## config.mk

```make
export PLATFORM = sky130hd
export DESIGN_NAME = trail_manager
export DESIGN_NICKNAME = d
export VERILOG_FILES = /design/src/rtl/trail_manager.sv
export SDC_FILE = /design/constraint.sdc
export NUM_CORES = 2
export LEC_CHECK = 0
export BUFFER_PORTS_ARGS = -buffer_cell sky130_fd_sc_hd__buf_4
export CELL_PAD_IN_SITES_DETAIL_PLACEMENT = 0
export CELL_PAD_IN_SITES_GLOBAL_PLACEMENT = 1
export CORE_AREA = 2 2 373 375
export DETAILED_ROUTE_END_ITERATION = 12
export DIE_AREA = 0 0 375 377
export GPL_TIMING_DRIVEN = 0
export PLACE_DENSITY = 0.67
export SYNTH_ARGS = -nofsm -noshare
export SYNTH_HDL_FRONTEND = slang
export SYNTH_SLANG_ARGS = --single-unit
```

## constraint.sdc

```tcl
create_clock -name clk -period 4.7 [get_ports clk]
set_input_delay 0.47 -clock clk [delete_from_list [all_inputs] [get_ports clk]]
set_output_delay 0.47 -clock clk [all_outputs]
set_load 0.005 [all_outputs]
```

## src/rtl/trail_manager.sv

```systemverilog
// Trail particle manager: keeps a ring of fading trail particles behind the
// player. Once per frame it sweeps every slot to age and drift the particles,
// and every SPAWN_PERIOD running frames it drops a fresh particle at the player.
module trail_manager #(
   parameter int DEPTH        = 41,
   parameter int LIFE_MAX     = 10,
   parameter int SPAWN_X      = 158,
   parameter int PLAYER_SIZE  = 40,
   parameter int SPAWN_PERIOD = 2,
   parameter int DRIFT        = 4
) (
   input  logic                   clk,
   input  logic                   rst_n,
   input  logic                   frame_tick,
   input  logic [1:0]             gamemode,
   input  logic [8:0]             player_y,
   output logic [DEPTH-1:0][9:0]  trail_x,
   output logic [DEPTH-1:0][8:0]  trail_y,
   output logic [DEPTH-1:0][3:0]  trail_life,
   output logic [5:0]             active_count,
   output logic                   busy,
   output logic                   overrun
);

   localparam int IDX_W = (DEPTH > 1) ? $clog2(DEPTH) : 1;
   localparam int SC_W  = (SPAWN_PERIOD > 1) ? $clog2(SPAWN_PERIOD) : 1;

   localparam logic [IDX_W-1:0] LAST_IDX = IDX_W'(DEPTH - 1);
   localparam logic [SC_W-1:0]  LAST_SC  = SC_W'(SPAWN_PERIOD - 1);
   localparam logic [9:0]       DRIFT_X  = 10'(DRIFT);
   localparam logic [9:0]       SPAWN_XV = 10'(SPAWN_X);
   localparam logic [3:0]       LIFE_V   = 4'(LIFE_MAX);
   localparam logic [8:0]       Y_OFS    = 9'(PLAYER_SIZE / 2);
   localparam logic [5:0]       CNT_MAX  = 6'(DEPTH);

   typedef enum logic [1:0] {IDLE, DECAY, SPAWN, CLEAR} state_t;

   state_t           state, state_nx;
   logic [IDX_W-1:0] idx, idx_nx, wr_ptr;
   logic [SC_W-1:0]  spawn_cnt;
   logic [1:0]       prev_mode;
   logic             clear_trig, sweep_end, spawn_go, kill, birth;
   logic [9:0]       cur_x;
   logic [3:0]       cur_life, wr_life;

   // Population counter step, clamped to the legal 0..DEPTH range.
   function automatic logic [5:0] count_step(input logic [5:0] cnt, input logic inc, input logic dec);
      if (inc && !dec && (cnt < CNT_MAX)) return cnt + 6'd1;
      if (dec && !inc && (cnt != 6'd0))   return cnt - 6'd1;
      return cnt;
   endfunction

   // Entering start mode wipes the trail and wins over anything in flight.
   assign clear_trig = (prev_mode != 2'b00) && (gamemode == 2'b00);
   assign cur_x      = trail_x[idx];
   assign cur_life   = trail_life[idx];
   assign wr_life    = trail_life[wr_ptr];
   assign sweep_end  = (idx == LAST_IDX);
   assign spawn_go   = (gamemode == 2'b01) && (spawn_cnt == LAST_SC);
   assign kill       = (state == DECAY) && !clear_trig && (cur_life != 4'd0) &&
                       ((cur_life == 4'd1) || (cur_x < DRIFT_X));
   assign birth      = (state == SPAWN) && !clear_trig && (wr_life == 4'd0);
   assign busy       = (state != IDLE);

   // Next-state and slot index sequencing.
   always_comb begin
      state_nx = state;
      idx_nx   = idx;
      case (state)
         IDLE: begin
            if (frame_tick && gamemode[0]) begin
               state_nx = DECAY;
               idx_nx   = '0;
            end
         end
         DECAY: begin
            if (sweep_end) begin
               state_nx = spawn_go ? SPAWN : IDLE;
               idx_nx   = '0;
            end else begin
               idx_nx = idx + IDX_W'(1);
            end
         end
         SPAWN: state_nx = IDLE;
         CLEAR: begin
            if (sweep_end) begin
               state_nx = IDLE;
               idx_nx   = '0;
            end else begin
               idx_nx = idx + IDX_W'(1);
            end
         end
         default: state_nx = IDLE;
      endcase
      if (clear_trig) begin
         state_nx = CLEAR;
         idx_nx   = '0;
      end
   end

   // FSM state, sweep index and previous-mode register.
   always_ff @(posedge clk or negedge rst_n) begin
      if (!rst_n) begin
         state     <= IDLE;
         idx       <= '0;
         prev_mode <= 2'b00;
      end else begin
         state     <= state_nx;
         idx       <= idx_nx;
         prev_mode <= gamemode;
      end
   end

   // Write pointer, spawn cadence, population count and overrun flag.
   always_ff @(posedge clk or negedge rst_n) begin
      if (!rst_n) begin
         wr_ptr       <= '0;
         spawn_cnt    <= '0;
         active_count <= 6'd0;
         overrun      <= 1'b0;
      end else if (clear_trig) begin
         wr_ptr       <= '0;
         spawn_cnt    <= '0;
         active_count <= 6'd0;
         overrun      <= 1'b0;
      end else begin
         if (frame_tick && busy)
            overrun <= 1'b1;
         if ((state == DECAY) && sweep_end && (gamemode == 2'b01))
            spawn_cnt <= (spawn_cnt == LAST_SC) ? '0 : spawn_cnt + SC_W'(1);
         if (state == SPAWN)
            wr_ptr <= (wr_ptr == LAST_IDX) ? '0 : wr_ptr + IDX_W'(1);
         active_count <= count_step(active_count, birth, kill);
      end
   end

   // Slot storage: age/drift during sweeps, fresh particle on spawn, wipe on clear.
   always_ff @(posedge clk or negedge rst_n) begin
      if (!rst_n) begin
         trail_x    <= '0;
         trail_y    <= '0;
         trail_life <= '0;
      end else if (!clear_trig) begin
         case (state)
            DECAY: begin
               if (cur_life != 4'd0) begin
                  if (cur_x >= DRIFT_X) begin
                     trail_life[idx] <= cur_life - 4'd1;
                     trail_x[idx]    <= cur_x - DRIFT_X;
                  end else begin
                     trail_life[idx] <= 4'd0;
                     trail_x[idx]    <= 10'd0;
                  end
               end
            end
            SPAWN: begin
               trail_x[wr_ptr]    <= SPAWN_XV;
               trail_y[wr_ptr]    <= player_y + Y_OFS;
               trail_life[wr_ptr] <= LIFE_V;
            end
            CLEAR: begin
               trail_x[idx]    <= 10'd0;
               trail_y[idx]    <= 9'd0;
               trail_life[idx] <= 4'd0;
            end
            default: ;
         endcase
      end
   end

endmodule

```

==> flow_summary.toml <==
[layout]
fin_cells = 8063
finalCoreUtilization = 0.502
areaGrowthSynthToFinish_pct = 48.8
fin_nets = 6166
drive_gt1_frac = 0.356

[global_routing]
grt_pass1_wl_um = 501000
grt_pass1_vias = 50900
overflow = 0
antenna_found_initial = 40
grtUsageTotal = 0.534
grt_max_degree = 150

[clock_network]
cts_tree = "yes"
ctsLongestPathBuffers = 3
htreeDepth = 3
clk_latency_ps = 810
clk_pin_slew_ps = 70
cts_buffers = 110
root_buffer = "clkbuf_16"
cts.sinks = 967

[yosys]
synth_compound_area_frac = 0.258
syn_inst = 4729
synthAdderAreaFrac = 0.00352
avgSynthCellArea_um2 = 9.76
synthSimpleGateAreaFrac = 0.128
netlist_top_cells_count = "dfrtp_1 (967), nand2_1 (713), o21ai_0 (701), a22o_1 (365), a21oi_1 (294)"
synth_edf_count = 0
ys_seq_area_frac = 0.524
ys_top_cells_by_area = "dfrtp_1 (52%), o21ai_0 (7.6%), a22o_1 (6.9%)"
ys_ff_latch = 967
muxShareOfSynthArea = 0.0493
synth_area_mm2 = 0.0462
synth_top_cell_by_area = "dfrtp_1"
synth_top_cell_area_share = 0.524
ys_types = 97
synth_top_family_by_area = "compound AO/OA/AOI/OAI gates"
yosysMostFrequentCell = "dfrtp_1"
async_flop_share = 1.00
yosysWarnings = 0
synthXorXnorAreaFrac = 0.00301
synth_nets = 4756
synthFlopType = "dfrtp_1"

[floorplanning]
dieArea_mm2 = 0.141
die_y_um = 377
core_mm2 = 0.137
die_w_um = 375
ios = 965
start_util = 0.337
row_count = 136

[drt]
drtIter0Drc = 8876
drcViolationCount = 0
routed_wl_um = 395000
dr.pass1.iters = 6
viasPerCell = 6.94
vias = 56000
drtAntennaViolNets = 0
routedWlPerCell_um = 49.0

[sta]
finalCritPeriodShare = 1.10
rsz0062_at_grt = "true"
fin_skew_ps = 49.7
worst_pin_slew_ps = 1740
maxSlewViolCount = 100
period_needed_ps = 5160
max_freq_mhz = 194
hold_viol = 0
slew_headroom = -0.158
finalSetupViolCount = 763
setup_slack_ps = -460

[outcome]
status = "finished, violations left"
violations = "capacitance limit, slew limit, setup timing"

[worst_hold_path]
hold_class = "in -> reg"

[placement]
gp_congestion = 1.09
dp_hpwl_um = 290000
io_buffer_count = 962
dpl.cell_count = 7520

[critical_path]
cpMostUsedCell = "buf_12"
worstPathCellList = "buf_12, clkinv_2, clkbuf_16, buf_6, o21ai_1, a222oi_1, and4_4, ha_4, inv_4, o311a_1, buf_6, nand2_8, buf_12, buf_4, nand3_4, buf_12, buf_4, o211ai_1"
crit_arrival_ps = 5840
crit_family = "buffers and inverters"
cp_max_fo = 10
cpPeakStageDelay_ps = 770
crit_slowest_cell = "a222oi_1"
critPathCaptureType = "flop"
worstPathRequired_ps = 5380
cp-start-kind = "flop"
crit_type = "reg -> reg"
crit_buf_inv = 10

[pwr]
ir_drop_v = 0.00106
powerDensity_mw_per_mm2 = 883
cellLeakagePower_nw = 30.8

[run]
max-cap-violations = 11
layout make-up:
type	count	area (um2)
buffer	317	3530
tap	1794	2240
clock inverter	43	611
sequential	967	24200
fill	12900	68300
multi-input combinational	3404	23400
antenna	42	105
inverter	26	113
timing repair buffer	1313	11300
clock buffer	157	3170
power breakdown:
group / internal, mW / total, mW / switching, mW
clock: 5.22 / 9.30 / 4.08
sequential: 9.62 / 12.1 / 2.50
combinational: 14.1 / 39.2 / 25.1
what timing repair did:
action	4_1_cts	5_1_grt
pin swaps	103	154
hold endpoints to repair	91	0
hold buffers	5	0
endpoints found under the setup margin	949	703
buffers inserted	189	90
gates resized for setup	1029	445
gates cloned	17	17
cells in the final DEF (no fill, tap or decap), drive strengths merged, types with 23 or more instances in the layout:
cell	netlist	final
a21oi	295	295
a221oi	44	44
a22o	365	365
a22oi	45	45
a31oi	44	44
buf	105	1416
clkbuf	228	362
clkinv	2	28
dfrtp	967	967
diode	0	42
inv	24	27
mux2	29	29
mux2i	119	119
mux4	33	33
nand2	713	713
nand3	152	153
nor2	283	283
nor3	69	69
o21ai	731	731
o22a	23	23
o22ai	66	66
path summary, 6_finish.rpt:
kind | endpoint | from | slack (ps) | cells after the start
max | trail_x[367] | idx[1] | -460 | 18
min | trail_y[193] | player_y[4] | 100 | 3
max reg2reg | trail_x[367] | idx[1] | -460 | 18
min reg2reg | trail_y[323] | trail_y[323] | 480 | 2
max in group asynchronous | idx[1] | rst_n | 1980 | 5
min in group asynchronous | trail_y[20] | rst_n | 220 | 2
per-layer routing:
metal  up-vias  wire [um]  GRT usage
li1      20500          -          -
met1     28400     140000      0.637
met2      5483     160000      0.746
met3      1586      58000      0.252
met4        28      37100      0.395
met5         -        737          0
cell families after synthesis:
group / count (synthesis)
fa+ha+maj: 13
buf+inv: 359
flops: 967
simple gates: 1360
mux: 181
xor+xnor: 15
compound gates: 1834
flip-flops by register name, indices dropped and copies added, names as in the netlist:
signal        flops
trail_x         410
wr_ptr            6
prev_mode         2
active_count      6
trail_y         369
overrun           1
spawn_cnt         1
trail_life      164
idx               6
state             2
metrics by stage:
| step | power [mW] | TNS (ps) | setup WS (ps) | cell area [um2] | hold WS [ps] |
|---|---|---|---|---|---|
| finish | 60.6 | -183500 | -460 | 68700 | 98.8 |
| global route | 59.6 | -61160 | -257 | 68600 | 91.6 |
| CTS | 53.7 | -3420 | -120 | 66100 | 75.4 |
| detailed placement | 35.9 | -3655140 | -5400 | 56300 | 459 |
| global placement | 35.7 | - | -8840 | 55600 | 459 |
| floorplan | 20.3 | 0 | 152 | 46200 | 174 |
worst reg2reg max path, stage by stage (launching register included):
cell and delay, ps:
dfrtp_2 470, buf_12 170, clkinv_2 270, clkbuf_16 320
buf_6 330, o21ai_1 130, a222oi_1 770, and4_4 510
ha_4 180, inv_4 50, o311a_1 300, buf_6 150
nand2_8 110, buf_12 170, buf_4 200, nand3_4 240
buf_12 260, buf_4 200, o211ai_1 180
(Power assumes the default switching activity.)
